**src/rtl/max_pool_2x2_ctrl_if.sv**
```systemverilog
// Bus bundle between the 2x2 max-pool scheduler and its surroundings:
// frame control, pixel stream, pooling-datapath window/result and status.
interface max_pool_2x2_ctrl_if #(
  parameter int unsigned WIDTH = 8,
  parameter int unsigned DIM_W = 6
);
  logic                    start;
  logic [DIM_W-1:0]        cfg_width;
  logic [DIM_W-1:0]        cfg_height;
  logic                    in_valid;
  logic                    in_ready;
  logic signed [WIDTH-1:0] in_data;
  logic signed [WIDTH-1:0] pool_a;
  logic signed [WIDTH-1:0] pool_b;
  logic signed [WIDTH-1:0] pool_c;
  logic signed [WIDTH-1:0] pool_d;
  logic signed [WIDTH-1:0] pool_dout;
  logic                    out_valid;
  logic signed [WIDTH-1:0] out_data;
  logic                    busy;
  logic                    done;
  logic                    err;

  // Environment side: drives frames/pixels and hosts the pooling datapath.
  modport master (
    output start, cfg_width, cfg_height, in_valid, in_data, pool_dout,
    input  in_ready, pool_a, pool_b, pool_c, pool_d, out_valid, out_data,
           busy, done, err
  );

  // Controller side.
  modport slave (
    input  start, cfg_width, cfg_height, in_valid, in_data, pool_dout,
    output in_ready, pool_a, pool_b, pool_c, pool_d, out_valid, out_data,
           busy, done, err
  );
endinterface

```
**src/rtl/max_pool_2x2_ctrl.sv**
```systemverilog
// Streaming scheduler for a 2x2 max-pool datapath: buffers even rows,
// issues one window per odd-row/odd-column pixel, tracks datapath latency
// to strobe each pooled result, and pulses done at end of frame.
module max_pool_2x2_ctrl #(
  parameter int unsigned WIDTH = 8,
  parameter int unsigned MAX_W = 32,
  parameter int unsigned DIM_W = 6,
  parameter int unsigned LAT   = 2
) (
  input logic                clk,
  input logic                rst,
  max_pool_2x2_ctrl_if.slave bus
);
  localparam int unsigned AW = (MAX_W > 1) ? $clog2(MAX_W) : 1;

  localparam logic [1:0] S_IDLE  = 2'd0;
  localparam logic [1:0] S_RUN   = 2'd1;
  localparam logic [1:0] S_DRAIN = 2'd2;
  localparam logic [1:0] S_DONE  = 2'd3;

  logic [1:0]              state;
  logic [1:0]              state_nx;
  logic [DIM_W-1:0]        w_q;
  logic [DIM_W-1:0]        h_q;
  logic [DIM_W-1:0]        row;
  logic [DIM_W-1:0]        col;
  logic [DIM_W-1:0]        row_lim;
  logic [DIM_W-1:0]        col_lim;
  logic signed [WIDTH-1:0] linebuf [MAX_W];
  logic signed [WIDTH-1:0] prev_px;
  logic signed [WIDTH-1:0] pool_a_q;
  logic signed [WIDTH-1:0] pool_b_q;
  logic signed [WIDTH-1:0] pool_c_q;
  logic signed [WIDTH-1:0] pool_d_q;
  logic                    iss;
  logic [LAT-1:0]          dly;
  logic                    in_ready_q;
  logic                    busy_q;
  logic                    done_q;
  logic                    err_q;

  logic cfg_bad;
  logic start_ok;
  logic accept;
  logic col_wrap;
  logic last_px;
  logic issue;
  logic pipe_empty;

  // Frame/pixel qualifiers; limits are the last odd index of the pooled area.
  assign cfg_bad    = (bus.cfg_width < DIM_W'(2)) || (bus.cfg_height < DIM_W'(2)) ||
                      (bus.cfg_width > DIM_W'(MAX_W));
  assign start_ok   = (state == S_IDLE) && bus.start && !cfg_bad;
  assign accept     = bus.in_valid && in_ready_q;
  assign col_wrap   = (col == w_q - DIM_W'(1));
  assign last_px    = col_wrap && (row == h_q - DIM_W'(1));
  assign row_lim    = {h_q[DIM_W-1:1], 1'b0} - DIM_W'(1);
  assign col_lim    = {w_q[DIM_W-1:1], 1'b0} - DIM_W'(1);
  assign issue      = accept && row[0] && col[0] && (row <= row_lim) && (col <= col_lim);
  assign pipe_empty = !iss && (dly == '0);

  // Next-state logic.
  always_comb begin
    state_nx = state;
    case (state)
      S_IDLE:  if (start_ok) state_nx = S_RUN;
      S_RUN:   if (accept && last_px) state_nx = S_DRAIN;
      S_DRAIN: if (pipe_empty) state_nx = S_DONE;
      S_DONE:  state_nx = S_IDLE;
      default: state_nx = S_IDLE;
    endcase
  end

  // State register and registered status outputs.
  always_ff @(posedge clk or posedge rst) begin
    if (rst) begin
      state      <= S_IDLE;
      in_ready_q <= 1'b0;
      busy_q     <= 1'b0;
      done_q     <= 1'b0;
      err_q      <= 1'b0;
    end else begin
      state      <= state_nx;
      in_ready_q <= (state_nx == S_RUN);
      busy_q     <= (state_nx == S_RUN) || (state_nx == S_DRAIN);
      done_q     <= (state_nx == S_DONE);
      err_q      <= (state == S_IDLE) && bus.start && cfg_bad;
    end
  end

  // Frame geometry latch and raster position counters.
  always_ff @(posedge clk or posedge rst) begin
    if (rst) begin
      w_q <= '0;
      h_q <= '0;
      row <= '0;
      col <= '0;
    end else if (start_ok) begin
      w_q <= bus.cfg_width;
      h_q <= bus.cfg_height;
      row <= '0;
      col <= '0;
    end else if (accept) begin
      if (col_wrap) begin
        col <= '0;
        row <= row + DIM_W'(1);
      end else begin
        col <= col + DIM_W'(1);
      end
    end
  end

  // Even-row line buffer; contents are don't-care until written.
  always_ff @(posedge clk) begin
    if (accept && !row[0]) linebuf[AW'(col)] <= bus.in_data;
  end

  // Odd-row previous pixel, window issue and latency tracking.
  always_ff @(posedge clk or posedge rst) begin
    if (rst) begin
      prev_px  <= '0;
      pool_a_q <= '0;
      pool_b_q <= '0;
      pool_c_q <= '0;
      pool_d_q <= '0;
      iss      <= 1'b0;
      dly      <= '0;
    end else begin
      iss <= issue;
      dly <= LAT'({dly, iss});
      if (accept && row[0]) prev_px <= bus.in_data;
      if (issue) begin
        pool_a_q <= linebuf[AW'(col - DIM_W'(1))];
        pool_b_q <= linebuf[AW'(col)];
        pool_c_q <= prev_px;
        pool_d_q <= bus.in_data;
      end
    end
  end

  assign bus.in_ready  = in_ready_q;
  assign bus.busy      = busy_q;
  assign bus.done      = done_q;
  assign bus.err       = err_q;
  assign bus.pool_a    = pool_a_q;
  assign bus.pool_b    = pool_b_q;
  assign bus.pool_c    = pool_c_q;
  assign bus.pool_d    = pool_d_q;
  assign bus.out_valid = dly[LAT-1];
  assign bus.out_data  = bus.pool_dout;
endmodule

```
**src/flat_wrapper.sv**
```systemverilog
// flat-port wrapper written by rule: the top's interface ports become plain ports
module max_pool_2x2_ctrl_flat 
#(
  parameter int unsigned WIDTH = 8,
  parameter int unsigned MAX_W = 32,
  parameter int unsigned DIM_W = 6,
  parameter int unsigned LAT   = 2
)
  (clk, rst, bus_start, bus_cfg_width, bus_cfg_height, bus_in_valid, bus_in_data, bus_pool_dout, bus_in_ready, bus_pool_a, bus_pool_b, bus_pool_c, bus_pool_d, bus_out_valid, bus_out_data, bus_busy, bus_done, bus_err);
  max_pool_2x2_ctrl_if #(.WIDTH(WIDTH), .DIM_W(DIM_W)) bus_i ();
  input logic clk;
  input logic rst;
  input wire logic [$bits(bus_i.start)-1:0] bus_start;
  input wire logic [$bits(bus_i.cfg_width)-1:0] bus_cfg_width;
  input wire logic [$bits(bus_i.cfg_height)-1:0] bus_cfg_height;
  input wire logic [$bits(bus_i.in_valid)-1:0] bus_in_valid;
  input wire logic [$bits(bus_i.in_data)-1:0] bus_in_data;
  input wire logic [$bits(bus_i.pool_dout)-1:0] bus_pool_dout;
  output wire logic [$bits(bus_i.in_ready)-1:0] bus_in_ready;
  output wire logic [$bits(bus_i.pool_a)-1:0] bus_pool_a;
  output wire logic [$bits(bus_i.pool_b)-1:0] bus_pool_b;
  output wire logic [$bits(bus_i.pool_c)-1:0] bus_pool_c;
  output wire logic [$bits(bus_i.pool_d)-1:0] bus_pool_d;
  output wire logic [$bits(bus_i.out_valid)-1:0] bus_out_valid;
  output wire logic [$bits(bus_i.out_data)-1:0] bus_out_data;
  output wire logic [$bits(bus_i.busy)-1:0] bus_busy;
  output wire logic [$bits(bus_i.done)-1:0] bus_done;
  output wire logic [$bits(bus_i.err)-1:0] bus_err;
  assign bus_i.start = bus_start;
  assign bus_i.cfg_width = bus_cfg_width;
  assign bus_i.cfg_height = bus_cfg_height;
  assign bus_i.in_valid = bus_in_valid;
  assign bus_i.in_data = bus_in_data;
  assign bus_i.pool_dout = bus_pool_dout;
  assign bus_in_ready = bus_i.in_ready;
  assign bus_pool_a = bus_i.pool_a;
  assign bus_pool_b = bus_i.pool_b;
  assign bus_pool_c = bus_i.pool_c;
  assign bus_pool_d = bus_i.pool_d;
  assign bus_out_valid = bus_i.out_valid;
  assign bus_out_data = bus_i.out_data;
  assign bus_busy = bus_i.busy;
  assign bus_done = bus_i.done;
  assign bus_err = bus_i.err;
  max_pool_2x2_ctrl #(.WIDTH(WIDTH), .MAX_W(MAX_W), .DIM_W(DIM_W), .LAT(LAT)) u_core (.clk(clk), .rst(rst), .bus(bus_i));
endmodule
```
**config.mk**
```make
export PLATFORM = sky130hd
export DESIGN_NAME = max_pool_2x2_ctrl_flat
export DESIGN_NICKNAME = d
export VERILOG_FILES = /design/src/rtl/max_pool_2x2_ctrl_if.sv /design/src/rtl/max_pool_2x2_ctrl.sv /design/src/flat_wrapper.sv
export SDC_FILE = /design/constraint.sdc
export NUM_CORES = 1
export LEC_CHECK = 0
export CAP_MARGIN = 40
export CELL_PAD_IN_SITES_DETAIL_PLACEMENT = 1
export CELL_PAD_IN_SITES_GLOBAL_PLACEMENT = 2
export CORE_MARGIN = 2
export CORE_UTILIZATION = 45
export DETAILED_ROUTE_END_ITERATION = 10
export PLACE_DENSITY_LB_ADDON = 0.1
export SLEW_MARGIN = 20
export SYNTH_ARGS = -nofsm -noshare
export SYNTH_HDL_FRONTEND = slang
export SYNTH_SLANG_ARGS = --single-unit
```
**constraint.sdc**
```tcl
create_clock -name clk -period 4.07 [get_ports clk]
set_input_delay 1.221 -clock clk [delete_from_list [all_inputs] [get_ports clk]]
set_output_delay 1.221 -clock clk [all_outputs]
set_load 0.005 [all_outputs]
```
# Word level (Yosys, flattened, before mapping)

Memories as Yosys holds them, arrays and structs flattened. A register that Yosys moved wholly into a read port is not among the register bits.
Index checks and enable logic that the tools add are counted.

Register bits after elaboration: 57
Memory bits (writable): 256
Bits of input ports: 32
Memories: 1

Memory list:

| name           | words | bits a word | read ports | clocked after memory_dff | wr ports | line                    | RTL |
|---|---|---|---|---|---|---|---|
| u_core.linebuf | 32    | 8           | 2          | 2                        | 1        | max_pool_2x2_ctrl.sv:29 | `logic signed [WIDTH-1:0] linebuf [MAX_W];` |

Add/sub/neg operators: 7
$lt $le $gt $ge: 5
Equal/unequal tests: 8
Mux-type cells: 12
Reduce and logical (&&, ||, !) cells: 23

Operators with widths:

| operator                                                              | count |
|---|---|
| 6-bit two-way mux                                                     | 6 |
| 6-bit by 1-bit subtractor with 6-bit output (second input constant)   | 4 |
| 6-bit by 1-bit adder with 6-bit output (second input constant)        | 2 |
| 6-bit == test                                                         | 2 |
| 6-bit less-or-equal comparator                                        | 2 |
| 1-bit logical AND                                                     | 12 |
| 6-bit by 2-bit < comparator with 1-bit output (second input constant) | 2 |
| 2-bit == test (second input constant)                                 | 4 |
| 2-bit case mux with 4 select lines                                    | 1 |
| 6-bit > comparator (second input constant)                            | 1 |
| 2-bit two-way mux                                                     | 3 |
| 5-bit by 1-bit subtractor with 5-bit output (second input constant)   | 1 |
| 2-bit by 1-bit == test with 1-bit output (second input constant)      | 2 |
| 2-bit logical NOT                                                     | 2 |
| 2-bit nonzero test                                                    | 2 |
| 1-bit logical NOT                                                     | 3 |
| 1-bit logical OR                                                      | 3 |
| 1-bit two-way mux                                                     | 2 |
| 2-bit AND reduction                                                   | 1 |

# Logic depth before layout (Yosys ltp)

Gate-level depths: netlist of run 1.

Depth after elaboration: 9
Depth in mapped cells: 12
Gate-level depth less buffers: 10

# Worst setup path after synthesis of run 1

Ideal clock, no wire load.

Kind: register to register
Start: register u_core.col[1]
End: register u_core.pool_a_q[7], in the netlist u_core.bus.pool_a[7] (read register of u_core.linebuf)
Library setup time: 128 ps
Data arrival time: 3,140 ps
Required time: 3,942 ps
Slack: 802 ps
Cell stages (with the launch flop): 13
Path buffers: 5
Period minus slack after synthesis: 3,268 ps
Cell sequence: dfrtp_1 -> buf_2 -> buf_1 -> buf_1 -> inv_1 -> ha_1 -> buf_2 -> buf_1 -> mux4_2 -> mux2i_1 -> a32o_1 -> a221oi_1 -> mux2_1

Longest elaborated chain between the ends: 2
Elaborated cells between the ends (all ways): 3
Those cells by class: add/sub: 1; order compare: 1; reduce/logical: 1

RTL lines:

| what                           | line                     | RTL |
|---|---|---|
| start: declaration             | max_pool_2x2_ctrl.sv:26  | `logic [DIM_W-1:0] col;` |
| start signal: assignment       | max_pool_2x2_ctrl.sv:108 | `col <= col + DIM_W'(1);` |
| 6-bit less-or-equal comparator | max_pool_2x2_ctrl.sv:59  | `assign issue = accept && row[0] && col[0] && (row <= row_lim) && (col <= col_lim);` |
| 1-bit logical AND              | max_pool_2x2_ctrl.sv:59  |  |
| end: declaration               | max_pool_2x2_ctrl.sv:31  | `logic signed [WIDTH-1:0] pool_a_q;` |

Several ways; a longest one is shown, not always the timed one.
A chain may end at the register's enable or synchronous reset.

# Worst setup path in the final report of run 1

Start: register u_core.h_q[2]
End: register u_core.pool_d_q[5], in the netlist u_core.bus.pool_d[5]

Longest elaborated chain between the ends: 4

RTL lines:

| what                                        | line                     | RTL |
|---|---|---|
| start: declaration                          | max_pool_2x2_ctrl.sv:24  | `logic [DIM_W-1:0] h_q;` |
| start signal: assignment                    | max_pool_2x2_ctrl.sv:100 | `h_q <= bus.cfg_height;` |
| 6-bit by 1-bit subtractor with 6-bit output | max_pool_2x2_ctrl.sv:57  | `assign row_lim = {h_q[DIM_W-1:1], 1'b0} - DIM_W'(1);` |
| 6-bit less-or-equal comparator              | max_pool_2x2_ctrl.sv:59  |  |
| 1-bit logical AND (2 in a row)              | max_pool_2x2_ctrl.sv:59  |  |
| end signal: assignment                      | max_pool_2x2_ctrl.sv:136 | `pool_d_q <= bus.in_data;` |
| end: declaration                            | max_pool_2x2_ctrl.sv:34  | `logic signed [WIDTH-1:0] pool_d_q;` |

No other way between the ends.

==> summary.md, run 1 <==
| Metric | Value |
|---|---|
| Post-route DRC violation count | `0` |
| CP Buf/Inv Count | `2` |
| Synth area leader | `edfxtp_1` |
| DIE AREA | `approximately 36,000 sq um` |
| Total of max-cap violations | `0` |
| DRT Wirelength | `about 43,000 um` |
| DRT antenna net count | `0` |
| CP top delay family | `simple AND/OR/NAND/NOR gates` |
| EDFF count, synth | `roughly 260` |
| Ys Warns | `0` |
| Die W | `~190 um` |
| P&R area growth vs syn | `17.0%` |
| Critical Path RT | `between 4 and 5 ns` |
| Area of the multi-input gates | `between 5000 and 6000 sq um` |
| Root Buffer | `clkbuf_16` |
| Max stage delay on crit path | `0.62 ns` |
| Vias/cell | `5.99` |
| Die Ht | `about 190 um` |
| Synthesized Nets | `between 1,000 and 1,500` |
| Critical path arrival | `about 3.8 ns` |
| Worst hold start | `u_core.iss` |
| CP Capture Type | `flop` |
| Antenna Diode Count | `0` |
| Fmax | `between 200 and 300 MHz` |
| CTS tree | `yes` |
| Hold buffer count at CTS | `0` |
| Clock transition at path regs | `0.06 ns` |
| Worst-path cell chain | `inv_1, ha_1, nor3b_1, xnor2_1, ha_1, a21oi_1, o21ai_0, o21ai_0, or4b_2, buf_4, mux2_1` |
| Gr usage total | `23.9%` |
| Synth area leaders | `edfxtp_1 49%, mux4_2 18%, dfrtp_1 12%` |
| Nets | `1,115` |
| R2r endpoint | `u_core.bus.pool_d[5]` |
| Total leakage power | `around 6.5 nW` |
| Worst Hold Class | `reg -> reg` |
| Critical Path Fanout Max | `33` |
| Crit path kind | `reg -> reg` |
| Vias in the first global route | `between 9,000 and 10,000` |
| Util after Layout | `between 50% and 60%` |
| Reg2reg start | `u_core.h_q[2]` |
| Starting Density | `a little under half` |
| Fraction of registers with async set/reset | `between 20 and 25%` |
| Total number of clock tree sinks | `approximately 330` |
| Critical path's slowest cell | `or4b_2` |
| Fin. Hold Viols | `0` |
| Clock Latency Late Sink | `approximately 0.53 ns` |
| IO Port Bufs | `60` |
| Post-CTS sizing | `0` |
| H-tree Lvls | `2` |
| Dpl hpwl | `approximately 29,000 um` |
| Slew headroom | `a little under half` |
| Power Dens Cells | `754 nW/um^2` |
| DR WL/cell | `27.6 um` |
| Top-area cell type share of the netlist area | `between 40 and 50%` |
| Final Non-Filler Cells | `approximately 1,500` |
| Post-placement cell count | `around 1,500` |
| Clk buf depth | `3` |
| CP startpoint | `u_core.h_q[2]` |
| Synth Register Bits | `about 330` |
| Core area | `roughly 34,000 sq um` |
| Vias | `a little over 9,000` |
| Max Transition Viols Final | `0` |
| # fillers | `~3,200` |
| Register-to-register setup slack | `0.70 ns` |
| TNS Setup | `0 ns` |
| Min cycle time layout | `3.37 ns` |
| Top cells by count, synth | `256 x edfxtp_1, 128 x mux4_2, 73 x dfrtp_1, 73 x nand2_1, 51 x nor2_1` |
| Final setup violating endpoints | `0` |
| Netlist cell types | `61` |
| Post-CTS Setup Bufs | `0` |
| Top-count cell post-synth | `edfxtp_1` |
| Outcome | `completed` |
| Hold Crit Endpoint | `u_core.dly[0]` |
| RSZ-0062 raised after global routing | `false` |
| First-pass GRT wire length | `roughly 63,000 um` |
| Pre-Repair DR Iteration Count | `5` |
| Post-Syn Area | `approximately 16,000 sq um` |
| Row cnt | `between 60 and 70` |
| Share of post-route cells with drive strength above 1 | `about 26%` |
| Initial antenna violation count | `0` |
| Top_reg_cell synth | `edfxtp_1` |
| Tcrit/Tclk final | `82.7%` |
| Largest net degree at the start of global routing | `73` |
| WHS Path Cells | `0` |
| Worst Skew | `roughly 0.014 ns` |
| Placer Congestion | `approximately 0.8` |
| Post-synthesis cell count | `roughly 960` |
| R2R depth | `11` |
| CTS Buf Count | `38` |
| Maximum vdd ir drop | `between 0.0004 and 0.0005 V` |
| Drt initial violations | `roughly 800` |
| Num ports | `between 70 and 80` |
| Reg area | `9520 sq um` |
| Synth Area per Inst | `16.4 sq um` |
| Seq/Total Area, Yosys | `between 60% and 70%` |
| Grt ovf | `0` |
| Actual slew at the worst max-slew pin | `just over 0.8 ns` |
| Startpoint Class | `flop` |
per-layer routing:
layer / up-vias / track usage [%] / routed length, um
met1: 4892 / 33.3 / 18600
met5: - / 0 / 0
met3: 60 / 4.37 / 2450
met4: 0 / 7.22 / 1100
li1: 4012 / - / -
met2: 284 / 38.5 / 20500
final cells by class:
class | instances | area share (%)
clock inverters | 15 | 0.857
repair buffers | 130 | 6.51
multi-input cells | 544 | 31.7
inverters | 17 | 0.354
clock buffers | 53 | 5.75
well taps | 455 | 3.09
flip-flops and latches | 329 | 51.7
stage by stage:
stage          power [mW]  hold slack (ns)  worst slack [ns]  instance area [sq um]
6_report             13.9            0.392             0.704                  18400
5_1_grt              14.5            0.410             0.433                  18400
4_1_cts              14.0            0.395             0.658                  18400
3_5_place_dp         10.6            0.381             0.429                  17200
3_3_place_gp         10.6            0.362             0.455                  17200
2_1_floorplan        8.37            0.354             0.802                  15700
cell families after synthesis:
logic type / after synthesis / share of synthesized area (%)
flops: 329 / 60.5
simple gates: 220 / 6.90
mux: 195 / 22.9
buf+inv: 86 / 2.59
compound gates: 81 / 3.84
xor+xnor: 25 / 1.39
fa+ha+maj: 23 / 1.83
where the power goes:
group | internal, mW | switching, mW
logic | 2.88 | 3.28
registers | 4.02 | 0.363
clock network | 2.01 | 1.33
total | 8.91 | 4.97
cells in the final DEF, fill, tap and decap left out, types with 4 or more instances in the layout:
| master | instances |
|---|---|
| a21oi_1 | 12 |
| a221oi_1 | 8 |
| a22o_1 | 8 |
| a32o_1 | 10 |
| a32oi_1 | 6 |
| and2_1 | 4 |
| and3_1 | 5 |
| buf_12 | 5 |
| buf_4 | 62 |
| clkbuf_1 | 11 |
| clkbuf_16 | 39 |
| clkdlybuf4s50_1 | 60 |
| clkinv_2 | 9 |
| dfrtp_1 | 71 |
| edfxtp_1 | 256 |
| ha_1 | 22 |
| inv_1 | 15 |
| mux2_1 | 25 |
| mux2_2 | 16 |
| mux2i_1 | 26 |
| mux4_2 | 128 |
| nand2_1 | 73 |
| nand2b_1 | 9 |
| nand3_1 | 13 |
| nand4_1 | 4 |
| nor2_1 | 51 |
| nor2b_1 | 26 |
| nor3_1 | 8 |
| nor4_1 | 8 |
| o21ai_0 | 13 |
| o22ai_1 | 4 |
| or3_1 | 5 |
| xnor2_1 | 15 |
| xor2_1 | 9 |
worst max-delay path by stage:
stage,endpoint,slack [ns],cells past startpoint
2_1_floorplan,u_core.bus.pool_a[7],0.80,12
6_report,u_core.bus.pool_d[5],0.70,11
5_1_grt,u_core.bus.pool_d[5],0.43,11
4_1_cts,u_core.bus.pool_d[3],0.66,10
3_5_place_dp,u_core.bus.busy,0.43,8
3_3_place_gp,u_core.bus.busy,0.45,8
sequential cells by signal, summed over array words and instances (netlist names):
register and flops:
u_core.bus.busy 1, u_core.bus.done 1, u_core.bus.err 1, u_core.bus.in_ready 1, u_core.bus.pool_a 8, u_core.bus.pool_b 8
u_core.bus.pool_c 8, u_core.bus.pool_d 8, u_core.col 6, u_core.dly 2, u_core.h_q 6, u_core.iss 1
u_core.linebuf 256, u_core.prev_px 8, u_core.row 6, u_core.state 2, u_core.w_q 6
Note: power is estimated with default switching activity, not from simulation.
==> inputs of run 2 (changes only) <==
Clock period 4.07 ns to 3.5 ns, I/O delays scaled along.
==> summary.md, run 2 (same netlist as run 1, synthesis figures left out) <==
| Metric | Value |
|---|---|
| CP Capture Type | `flop` |
| Comb pwr share | `a little under half` |
| Min cycle time layout | `approximately 3.2 ns` |
| Largest net degree at the start of global routing | `74` |
| Clock Latency Late Sink | `0.53 ns` |
| H-tree Lvls | `2` |
| Post-CTS Setup Bufs | `0` |
| Total of max-cap violations | `0` |
| Die W | `between 150 and 200 um` |
| Antenna Diode Count | `0` |
| Total leakage power | `~6.7 nW` |
| Post-placement cell count | `about 1,500` |
| Seq pwr share | `about a third` |
| Actual slew at the worst max-slew pin | `around 0.77 ns` |
| Outcome | `completed` |
| Post-route DRC violation count | `0` |
| Worst Skew | `0.0164 ns` |
| DRT Wirelength | `between 40,000 and 50,000 um` |
| Pre-Repair DR Iteration Count | `5` |
| Die Ht | `between 150 and 200 um` |
| CTS Buf Count | `37` |
| Max Transition Viols Final | `0` |
| Critical Path Fanout Max | `33` |
| Max reg flops | `between 200 and 300` |
| Core area | `about 34,000 sq um` |
| Placer Congestion | `around 0.83` |
| Fin. Hold Viols | `0` |
| DRT antenna net count | `0` |
| RSZ-0062 raised after global routing | `false` |
| DIE AREA | `36,400 sq um` |
| Final Non-Filler Cells | `1,570` |
| Grt ovf | `0` |
| Clock network power share | `between 20% and 30%` |
| Vias | `between 9,000 and 10,000` |
| Power Dens Cells | `roughly 870 nW/um^2` |
| Clk buf depth | `3` |
| R2R depth | `11` |
| Tcrit/Tclk final | `90.5%` |
| Tot Pwr | `~16 mW` |
| Initial antenna violation count | `0` |
| Dpl hpwl | `roughly 30,000 um` |
| P&R area growth vs syn | `18.4%` |
| Row cnt | `68` |
| DR WL/cell | `27.5 um` |
| Most frequent cells in the layout | `256 x edfxtp_1, 128 x mux4_2, 87 x buf_4` |
| Largest Register | `u_core.linebuf` |
| Worst Hold Class | `reg -> reg` |
| Fmax | `approximately 320 MHz` |
| Share of post-route cells with drive strength above 1 | `between 20 and 30%` |
| Startpoint Class | `flop` |
| Root Buffer | `clkbuf_16` |
| Vias/cell | `5.94` |
| CTS tree | `yes` |
| TNS Setup | `0 ns` |
| Num ports | `77` |
| Vias in the first global route | `9,911` |
| Total number of clock tree sinks | `329` |
| Final setup violating endpoints | `0` |
| Clock transition at path regs | `around 0.060 ns` |
| Critical path arrival | `approximately 3.6 ns` |
| Slew headroom | `between 40% and 50%` |
| Starting Density | `between 40% and 50%` |
| First-pass GRT wire length | `64,300 um` |
| Gr usage total | `24.4%` |
| Int Power | `just over 10 mW` |
| Drt initial violations | `around 740` |
| IO Port Bufs | `60` |
| Nets | `roughly 1,100` |
| Critical Path RT | `between 3 and 4 ns` |
| Most common cell after layout, fill and taps aside | `edfxtp_1` |
| Sw Ratio | `between 30% and 40%` |
| Maximum vdd ir drop | `0.000704 V` |
| Net Switching | `~5.9 mW` |
| Final hold slack | `around 0.38 ns` |
| WHS Path Cells | `0` |
| Crit path kind | `reg -> reg` |
## run 2: cell types whose count changed in the layout (fill, tap and decap cells not counted), sizes merged
cell | before | now
buf | 70 | 98
bufinv | 3 | 2
clkbuf | 53 | 44
clkinv | 13 | 19
clkinvlp | 0 | 2
inv | 16 | 17
## run 2: per-stage QoR
stage | worst slack, ns | cell area, sq um | utilization (%)
2_1_floorplan | 0.232 | 15700 | -
3_3_place_gp | 0.151 | 17400 | 50.5
3_5_place_dp | 0.111 | 17400 | 50.5
4_1_cts | 0.215 | 18600 | 53.9
5_1_grt | 0.114 | 18600 | 54.0
6_report | 0.334 | 18600 | 54.0
## run 2: worst paths after layout
path | from | to | slack [ns]
setup / recovery | u_core.h_q[2] | u_core.bus.pool_d[4] | 0.33
hold / removal | u_core.iss | u_core.dly[0] | 0.38
setup reg to reg | u_core.h_q[2] | u_core.bus.pool_d[4] | 0.33
hold reg to reg | u_core.iss | u_core.dly[0] | 0.38
max in group asynchronous | rst | u_core.col[0] | 2.20
min in group asynchronous | rst | u_core.bus.pool_b[5] | 0.94
## run 2: critical path, cell delays in order (launching register included)
cell	delay, ns
dfrtp_1	0.42
inv_1	0.11
ha_1	0.23
nor3b_2	0.27
xnor2_1	0.15
ha_1	0.28
a21oi_1	0.14
o21ai_0	0.09
o21ai_0	0.11
or4b_2	0.66
buf_12	0.22
mux2_1	0.35
## run 2: area by class of cell
type | instances | area [sq um]
clock inverters | 23 | 193
well taps | 455 | 569
flip-flops and latches | 329 | 9520
multi-input cells | 544 | 5840
fillers | 3187 | 15800
clock buffers | 44 | 972
repair buffers | 158 | 1460
inverters | 17 | 65.1
## run 2: power by group through the flow
stage                     clock network (mW)  registers (mW)  logic, mW
after floorplan                            0            4.95       4.78
after global placement                     0            5.16       7.32
after detailed placement                   0            5.18       7.37
after CTS                               3.83            5.11       7.41
after global routing                    3.97            5.16       7.84
final                                   3.74            5.10       7.32
## run 2: routing by layer
| layer | vias up | GRT usage [%] | routed length (um) |
|---|---|---|---|
| met1 | 4937 | 33.7 | 18800 |
| met2 | 252 | 40.8 | 21500 |
| met4 | 0 | 5.75 | 836 |
| li1 | 4084 | - | - |
| met5 | - | 0 | 0 |
| met3 | 55 | 3.87 | 2080 |
## run 2: repair_timing
action,in CTS,in global routing
setup endpoints to repair,0,20
resized for setup,0,1
endpoints found under the hold margin,0,0
hold buffers,0,0
